--- config.mk ---
export PLATFORM = sky130hd
export DESIGN_NAME = fpga_icg_ctrl
export DESIGN_NICKNAME = d
export VERILOG_FILES = /design/src/rtl/fpga_icg_pkg.sv /design/src/rtl/fpga_icg_ch.sv /design/src/rtl/fpga_icg_ctrl.sv
export SDC_FILE = /design/constraint.sdc
export NUM_CORES = 1
export LEC_CHECK = 0
export CAP_MARGIN = 20
export CORE_ASPECT_RATIO = 1.1
export CORE_UTILIZATION = 35
export DETAILED_ROUTE_END_ITERATION = 16
export DONT_BUFFER_PORTS = 1
export HOLD_SLACK_MARGIN = 0.02
export PLACE_DENSITY = 0.46
export SLEW_MARGIN = 20
export SYNTH_ARGS = -nofsm -noshare
export SYNTH_HDL_FRONTEND = slang
export SYNTH_SLANG_ARGS = --single-unit
--- constraint.sdc ---
create_clock -name clk -period 4.5 [get_ports clk]
set_clock_uncertainty 0.15 [all_clocks]
set_input_delay 0.225 -clock clk [delete_from_list [all_inputs] [get_ports clk]]
set_output_delay 0.225 -clock clk [all_outputs]
set_load 0.05 [all_outputs]
--- src/rtl/fpga_icg_pkg.sv ---
// Shared types and sizing helper for the FPGA clock-enable gating controller.
package fpga_icg_pkg;

    typedef enum logic [1:0] {
        RUN   = 2'd0,
        IDLE  = 2'd1,
        GATED = 2'd2,
        WAKE  = 2'd3
    } icg_state_e;

    // Counter width able to hold the larger of the idle and wake periods.
    function automatic int cnt_width(input int idle_cycles, input int wake_cycles);
        int max_cycles;
        max_cycles = (idle_cycles > wake_cycles) ? idle_cycles : wake_cycles;
        return $clog2(max_cycles + 1);
    endfunction

endpackage

--- src/rtl/fpga_icg_ch.sv ---
// One gated channel: RUN/IDLE/GATED/WAKE FSM, shared down-counter, registered
// clock enable, gated status and wake acknowledge.
module fpga_icg_ch
    import fpga_icg_pkg::*;
#(
    parameter int IDLE_CYCLES = 16,
    parameter int WAKE_CYCLES = 2
) (
    input  logic clk,
    input  logic rst,
    input  logic force_on,
    input  logic auto_en,
    input  logic busy,
    input  logic wake_req,
    output logic wake_ack,
    output logic clk_en,
    output logic gated
);

    localparam int CNT_W = cnt_width(IDLE_CYCLES, WAKE_CYCLES);
    localparam logic [CNT_W-1:0] IDLE_LOAD = CNT_W'(IDLE_CYCLES - 1);
    localparam logic [CNT_W-1:0] WAKE_LOAD = CNT_W'(WAKE_CYCLES - 1);

    icg_state_e       state;
    icg_state_e       state_nxt;
    logic [CNT_W-1:0] cnt;
    logic [CNT_W-1:0] cnt_nxt;
    logic             act;

    // Anything that keeps the channel's clock running this cycle.
    assign act = busy | wake_req | ~auto_en | force_on;

    // Next-state and counter logic; a started WAKE always runs to completion.
    always_comb begin
        state_nxt = state;
        cnt_nxt   = cnt;
        case (state)
            RUN: begin
                if (!act) begin
                    state_nxt = IDLE;
                    cnt_nxt   = IDLE_LOAD;
                end
            end
            IDLE: begin
                if (act) begin
                    state_nxt = RUN;
                end else if (cnt == '0) begin
                    state_nxt = GATED;
                end else begin
                    cnt_nxt = cnt - 1'b1;
                end
            end
            GATED: begin
                if (act) begin
                    state_nxt = WAKE;
                    cnt_nxt   = WAKE_LOAD;
                end
            end
            WAKE: begin
                if (cnt == '0) begin
                    state_nxt = RUN;
                end else begin
                    cnt_nxt = cnt - 1'b1;
                end
            end
            default: begin
                state_nxt = RUN;
                cnt_nxt   = '0;
            end
        endcase
    end

    // State register; enable and status are registered from the next state so
    // they line up with the state they describe and have no input-to-output path.
    always_ff @(posedge clk) begin
        if (rst) begin
            state  <= RUN;
            cnt    <= '0;
            clk_en <= 1'b1;
            gated  <= 1'b0;
        end else begin
            state  <= state_nxt;
            cnt    <= cnt_nxt;
            clk_en <= (state_nxt != GATED);
            gated  <= (state_nxt == GATED);
        end
    end

    // Acknowledge only once the clock is settled and running for the requester.
    always_ff @(posedge clk) begin
        if (rst) begin
            wake_ack <= 1'b0;
        end else begin
            wake_ack <= wake_req & ((state == RUN) | (state == IDLE));
        end
    end

endmodule

--- src/rtl/fpga_icg_ctrl.sv ---
// Multi-channel clock-enable gating controller: one independent fpga_icg_ch per
// channel, sharing only clock, reset and the debug force_on.
module fpga_icg_ctrl
    import fpga_icg_pkg::*;
#(
    parameter int NUM_CH      = 4,
    parameter int IDLE_CYCLES = 16,
    parameter int WAKE_CYCLES = 2
) (
    input  logic              clk,
    input  logic              rst,
    input  logic              force_on,
    input  logic [NUM_CH-1:0] ch_auto_en,
    input  logic [NUM_CH-1:0] ch_busy,
    input  logic [NUM_CH-1:0] ch_wake_req,
    output logic [NUM_CH-1:0] ch_wake_ack,
    output logic [NUM_CH-1:0] ch_clk_en,
    output logic [NUM_CH-1:0] ch_gated
);

    if (NUM_CH < 1) begin : g_bad_num_ch
        $error("fpga_icg_ctrl: NUM_CH must be >= 1");
    end
    if (IDLE_CYCLES < 1) begin : g_bad_idle
        $error("fpga_icg_ctrl: IDLE_CYCLES must be >= 1");
    end
    if (WAKE_CYCLES < 1) begin : g_bad_wake
        $error("fpga_icg_ctrl: WAKE_CYCLES must be >= 1");
    end

    for (genvar i = 0; i < NUM_CH; i++) begin : g_ch
        fpga_icg_ch #(
            .IDLE_CYCLES (IDLE_CYCLES),
            .WAKE_CYCLES (WAKE_CYCLES)
        ) u_ch (
            .clk      (clk),
            .rst      (rst),
            .force_on (force_on),
            .auto_en  (ch_auto_en[i]),
            .busy     (ch_busy[i]),
            .wake_req (ch_wake_req[i]),
            .wake_ack (ch_wake_ack[i]),
            .clk_en   (ch_clk_en[i]),
            .gated    (ch_gated[i])
        );
    end

endmodule

==> results of run 1 <==
-- cell families after synthesis --
family                     after synthesis  share of synthesized area
muxes                                    9                     0.0480
AOI/OAI and AO/OA                       50                      0.168
and+or+nand+nor                         90                      0.272
buffers and inverters                   35                     0.0885
DFF                                     40                      0.399
adders and majority gates                4                     0.0249
-- per-layer routing --
metal,wire (um),global-route usage,up-vias
met4,42,0.0654,0
met1,1850,0.168,742
met2,1930,0.239,20
met3,118,0.0319,4
li1,-,-,785
met5,0,0,-
-- path summary, 6_finish.rpt --
kind,cells after the start,endpoint,from,slack (ns)
max,6,g_ch[0].u_ch.gated$_SDFF_PP0_,g_ch[0].u_ch.cnt[0]$_SDFFE_PP0P_,2.62
max reg2reg,6,g_ch[0].u_ch.gated$_SDFF_PP0_,g_ch[0].u_ch.cnt[0]$_SDFFE_PP0P_,2.62
min,3,g_ch[1].u_ch.state[1]$_SDFF_PP0_,force_on,0.05
min reg2reg,2,g_ch[2].u_ch.cnt[4]$_SDFFE_PP0P_,g_ch[2].u_ch.cnt[4]$_SDFFE_PP0P_,0.31
-- power by group through the flow --
stage	Clock, mW	Sequential [mW]	Combinational [mW]
2_1_floorplan	0	0.375	0.0528
3_3_place_gp	0	0.386	0.0433
3_5_place_dp	0	0.386	0.0441
4_1_cts	0.244	0.377	0.0539
5_1_grt	0.254	0.379	0.0606
6_report	0.231	0.377	0.0539
-- placed cells by master, fill, tap and decap left out, drive strengths merged, types with 3 or more instances in the layout --
master / count
nand2b: 11
dfxtp: 40
dlygate4sd3: 4
nor2: 14
a31oi: 8
o21ai: 7
clkbuf: 5
or3: 4
or4: 4
o32ai: 3
a21oi: 12
nor3: 4
or4b: 4
mux2i: 7
nand2: 22
and2: 3
a211oi: 3
ha: 4
nor3b: 5
inv: 14
nor4b: 5
nor2b: 5
-- metrics by stage --
step / utilization / instance area [um^2] / power [mW] / hold slack [ns] / cells
6_report: 0.387 / 2120 / 0.662 / 0.0486 / 294
5_1_grt: 0.387 / 2120 / 0.693 / 0.0660 / 294
4_1_cts: 0.387 / 2120 / 0.675 / 0.0353 / 294
3_5_place_dp: 0.361 / 1980 / 0.430 / 0.154 / 282
3_3_place_gp: 0.361 / 1980 / 0.429 / 0.149 / 282
2_1_floorplan: - / 2010 / 0.428 / 0.242 / 228
-- sequential cells by signal, indices dropped and copies added (netlist names) --
name / count
g_ch.u_ch.wake_ack: 4
g_ch.u_ch.clk_en: 4
g_ch.u_ch.state: 8
g_ch.u_ch.gated: 4
g_ch.u_ch.cnt: 20
-- area by class of cell --
class / instances / area (um^2) / area share
Timing Repair Buffer: 5 / 60.1 / 0.0284
Inverter: 14 / 52.6 / 0.0248
Sequential cell: 40 / 801 / 0.378
Clock inverter: 2 / 12.5 / 0.00591
Tap cell: 75 / 93.8 / 0.0443
Clock buffer: 5 / 68.8 / 0.0325
Multi-Input combinational cell: 153 / 1030 / 0.486
-- worst max-delay path, delay by kind of cell, from the launching register on --
kind / cells / cell delay (ns)
AOI/OAI and AO/OA: 1 / 0.22
adders and majority gates: 1 / 0.19
buffers and inverters: 1 / 0.08
DFF: 1 / 0.34
and+or+nand+nor: 3 / 0.86
==> summary.md, run 1 <==
| Metric | Value |
|---|---|
| Run status | `finished clean` |
| WP data required | `4.59 ns` |
| Post-cts sizing count | `0` |
| Post-CTS setup repair buffer count | `0` |
| Worst slew margin | `0.591` |
| Post-synthesis register bit count | `40` |
| Final period utilization | `0.418` |
| Mapped Avg Cell Area | `8.80 um^2` |
| RSZ-0062 raised after global routing | `false` |
| Port bufs | `0` |
| Sequential share of the synthesized area | `0.399` |
| Die X | `74.2 um` |
| Die span in y | `81.4 um` |
| Power density over cell area | `313 mW/mm^2` |
| Crit path kind | `reg2reg` |
| Gate power share | `0.081` |
| Crit-path max cell delay | `0.53 ns` |
| Worst Max-Slew Pin Slew | `0.611 ns` |
| Area leader, netlist | `dfxtp_1` |
| Drt first-iter violations | `113` |
| Vias per cell | `5.28` |
| Fin. max-slew vios | `0` |
| Remaining Overflow, GRT | `0` |
| Pleak | `0.765 nW` |
| GR Util All Layers | `0.141` |
| Detailed Routing Iterations Pass 1 | `4` |
| Number of global-route vias before repair | `1465` |
| Cell-internal power | `0.492 mW` |
| Max Fclk | `532 MHz` |
| Syn_nets | `247` |
| HP Class | `in2reg` |
| Cell variety after synth | `44` |
| Clk slew on worst S/H paths | `0.08 ns` |
| Final-layout fill cell count | `570` |
| Mapped cell area | `0.00201 mm^2` |
| Total number of vias | `1551` |
| Cell Rows | `28` |
| Mapped Cells | `228` |
| Proportion of layout cells with a drive suffix above 1 | `0.0868` |
| Global-route wire length before repair | `6.57 mm` |
| Final GP Congestion | `0.853` |
| Post-CTS Hold Fix Bufs | `5` |
| Setup violators final | `0` |
| Clk pwr share | `0.349` |
| Pre-CTS setup slack | `2.66 ns` |
| Max Buffers Root-to-Sink | `2` |
| Root Buffer | `clkbuf_8` |
| Max-cap violations | `0` |
| Setup TNS | `0 ns` |
| DRC Markers | `0` |
| Initial antenna violation count | `0` |
| Synth-to-Final Area Change | `5.49%` |
| Synth top area cells | `dfxtp_1 40%, buf_4 4.5%, nand2_1 4.1%` |
| Die area | `0.00604 mm^2` |
| Fin nets | `238` |
| Final wirelength | `3.94 mm` |
| NetSw | `0.170 mW` |
| Initial Utilization | `0.367` |
| # diodes | `0` |
| Yosys warns | `0` |
| Crit path capture type | `flop` |
| CTS tree | `yes` |
| Primary FF master, synth | `dfxtp_1` |
| Largest net degree at the start of global routing | `39` |
| Worst Path Max Fanout | `7` |
| Count leader, synth | `dfxtp_1` |
| Cells along the critical path | `inv_1 -> ha_1 -> nor4b_2 -> nand4_1 -> a21oi_1 -> and2_1` |
| DRT antenna net count | `0` |
| Clock latency on the worst-skew pair | `0.29 ns` |
| Arrival @ worst endpoint | `1.97 ns` |
| Clock buffer count from CTS | `5` |
| Sw Ratio | `0.257` |
| I/O Pins | `27` |
| Startpoint types | `flop` |
| Synth top area share | `0.399` |
| Post-synth EDFFs | `0` |
| # clock sinks | `40` |
| Sequential share of power | `0.570` |
| Top cells by count, synth | `40 x dfxtp_1, 22 x nand2_1, 14 x inv_1, 14 x nor2_1, 12 x buf_4` |
| Worst setup margin | `2.62 ns` |
| Core area | `0.00547 mm^2` |
| Post-DP HPWL | `2.68 mm` |
| Avg WL per Cell | `13.4 um` |
| H-tree depth | `2` |
| Final hold vios | `0` |
| Peak VDD IR | `0.171 mV` |
| Crit-path slowest cell | `nor4b_2` |
| Fin crit period | `1.88 ns` |
| Post-synth ARST share | `0` |
(Power assumes the default switching activity.)
==> inputs of run 2 (changes only) <==
==> constraint.sdc (replaced) <==
create_clock -name clk -period 1.9 [get_ports clk]
set_clock_uncertainty 0.15 [all_clocks]
set_input_delay 0.095 -clock clk [delete_from_list [all_inputs] [get_ports clk]]
set_output_delay 0.095 -clock clk [all_outputs]
set_load 0.05 [all_outputs]
==> run 2 against run 1 <==
- the run now ends with hold timing left
- critical path depth decreased by 1
- total power is 140% higher
- sequential power rose by 140%
- design area rose by 5.5%
- clock-buffer cell count is the same
- worst setup slack got worse by 2.5 ns
- core utilization rose by 2.1 points
- via count grew 3.3%
- global-route usage down 0.30 points
- register-to-register slack worse by 2.5 ns
- cell count up 2.4%
- highest routed layer unchanged
==> summary.md, run 2 (synthesis results as in run 1) <==
| Metric | Value |
|---|---|
| Port bufs | `0` |
| NetSw | `0.399 mW` |
| Power density over cell area | `707 mW/mm^2` |
| Max-cap violations | `0` |
| Met1 wire length | `1.81 mm` |
| Die area | `0.00604 mm^2` |
| Clk pwr share | `0.340` |
| Max Buffers Root-to-Sink | `2` |
| Fin nets | `245` |
| Max Fclk | `558 MHz` |
| Detailed Routing Iterations Pass 1 | `4` |
| Proportion of layout cells with a drive suffix above 1 | `0.119` |
| # clock sinks | `40` |
| I/O Pins | `27` |
| Final Instance Count excl. Fillers | `301` |
| Post-DP HPWL | `2.74 mm` |
| CP Buf/Inv Count | `1` |
| Root Buffer | `clkbuf_8` |
| Post-CTS Hold Fix Bufs | `9` |
| Sequential share of power | `0.566` |
| Final core utilization | `0.409` |
| HP Class | `in2reg` |
| Crit-path slowest cell | `dlygate4sd3_1` |
| Die X | `74.2 um` |
| Die span in y | `81.4 um` |
| Crit-path max cell delay | `0.56 ns` |
| Setup TNS | `0 ns` |
| Final hold vios | `4` |
| Failing checks | `hold timing` |
| Worst Path Max Fanout | `5` |
| Worst setup margin | `0.107 ns` |
| CTS tree | `yes` |
| Fin. max-slew vios | `0` |
| Crit path capture type | `flop` |
| Design Area, Final | `0.00223 mm^2` |
| Initial Utilization | `0.367` |
| Peak VDD IR | `0.404 mV` |
| Commonest non-fill, non-tap cells in the layout | `40 x dfxtp_1, 22 x nand2_1, 14 x nor2_1, 12 x inv_1` |
| Clock latency on the worst-skew pair | `0.29 ns` |
| WP data required | `1.97 ns` |
| Register name with the most flops | `g_ch.u_ch.cnt` |
| Cells along the critical path | `dlygate4sd3_1 -> nor4b_2 -> nor2_1 -> or4_1 -> a31oi_1` |
| Vias per cell | `5.32` |
| Startpoint types | `input pin` |
| Initial antenna violation count | `0` |
| # diodes | `0` |
| Largest net degree at the start of global routing | `39` |
| RSZ-0062 raised after global routing | `false` |
| Drt first-iter violations | `63` |
| Most common cell after layout, fill and taps aside | `dfxtp_1` |
| Largest regs | `g_ch.u_ch.cnt: 20 flops, g_ch.u_ch.state: 8 flops` |
| Crit path kind | `in2reg` |
| Global-route wire length before repair | `6.35 mm` |
| Remaining Overflow, GRT | `0` |
| Pleak | `0.837 nW` |
| Highest routed layer | `met4` |
| Sw Ratio | `0.253` |
| Fin crit period | `1.79 ns` |
| Pre-CTS setup slack | `0.0649 ns` |
| Area post-placement | `0.00200 mm^2` |
| Total power | `1.58 mW` |
| Final wirelength | `4.00 mm` |
| Final period utilization | `0.943` |
| Delay-heaviest family, CP | `simple AND/OR/NAND/NOR gates` |
| DRT antenna net count | `0` |
| Max reg flops | `20` |
| Synth-to-Final Area Change | `11.3%` |
| Setup violators final | `0` |
| Gate power share | `0.094` |
| Met3 wire length | `170 um` |
| DRC Markers | `0` |
| Clk slew on worst S/H paths | `0.08 ns` |
| Clock buffer count from CTS | `5` |
| Final GP Congestion | `0.786` |
| Cells after DPL | `285` |
| Core area | `0.00547 mm^2` |
| Worst slew margin | `0.667` |
| GR Util All Layers | `0.138` |
| H-tree depth | `2` |
| Cell Rows | `28` |
| Min Hold Slack | `-0.0857 ns` |
| Met2 wire length | `1.94 mm` |
| Arrival @ worst endpoint | `1.87 ns` |
| Cell-internal power | `1.18 mW` |
| Total number of vias | `1602` |
| Number of global-route vias before repair | `1431` |
| Run status | `finished, violations left` |
| Avg WL per Cell | `13.3 um` |
| Worst Max-Slew Pin Slew | `0.499 ns` |
[run 2: cell count changes in the layout (fill, tap and decap cells not counted), moves of 2 or more]
cell	delta
nor4b_4	+3
inv_2	+2
nor4b_2	-3
dlygate4sd3_1	+4
buf_4	+3
inv_1	-2
[run 2: worst register-to-register path, cell delays in order (launching register included)]
cell and delay [ns]:
dfxtp_1 0.33, inv_2 0.09, ha_4 0.15, nand4bb_1 0.15, or4b_4 0.58, a21oi_4 0.17, and2_1 0.13
[run 2: final cells by class]
class | instances | area, um^2
flip-flops and latches | 40 | 801
inverters | 14 | 52.6
clock buffers | 5 | 68.8
clock inverters | 2 | 12.5
repair buffers | 12 | 123
multi-input cells | 153 | 1080
well taps | 75 | 93.8
fillers | 566 | 3230
[run 2: power groups by stage]
stage | sequential, mW | clock, mW | combinational [mW]
after floorplan | 0.888 | 0 | 0.125
after global placement | 0.911 | 0 | 0.106
after detailed placement | 0.911 | 0 | 0.108
after CTS | 0.892 | 0.565 | 0.139
after global routing | 0.897 | 0.604 | 0.165
final | 0.893 | 0.537 | 0.148
[run 2: repair_timing]
item | in CTS | in global routing
setup buffers | 0 | 0
endpoints found under the setup margin | 0 | 10
gates resized for setup | 0 | 10
endpoints found under the hold margin | 40 | 4
[run 2: worst paths after layout]
kind | startpoint | to | slack (ns) | cells after the start
min reg2reg | g_ch[2].u_ch.cnt[4]$_SDFFE_PP0P_ | g_ch[2].u_ch.cnt[4]$_SDFFE_PP0P_ | 0.30 | 2
max reg2reg | g_ch[3].u_ch.cnt[0]$_SDFFE_PP0P_ | g_ch[3].u_ch.gated$_SDFF_PP0_ | 0.11 | 6
min | force_on | g_ch[0].u_ch.state[1]$_SDFF_PP0_ | -0.09 | 3
max | ch_wake_req[1] | g_ch[1].u_ch.cnt[3]$_SDFFE_PP0P_ | 0.11 | 5
[run 2: per-layer routing]
| layer | track usage | up-vias |
|---|---|---|
| met1 | 0.163 | 754 |
| met2 | 0.225 | 43 |
| li1 | - | 798 |
| met4 | 0.0654 | 0 |
| met5 | 0 | - |
| met3 | 0.0442 | 7 |
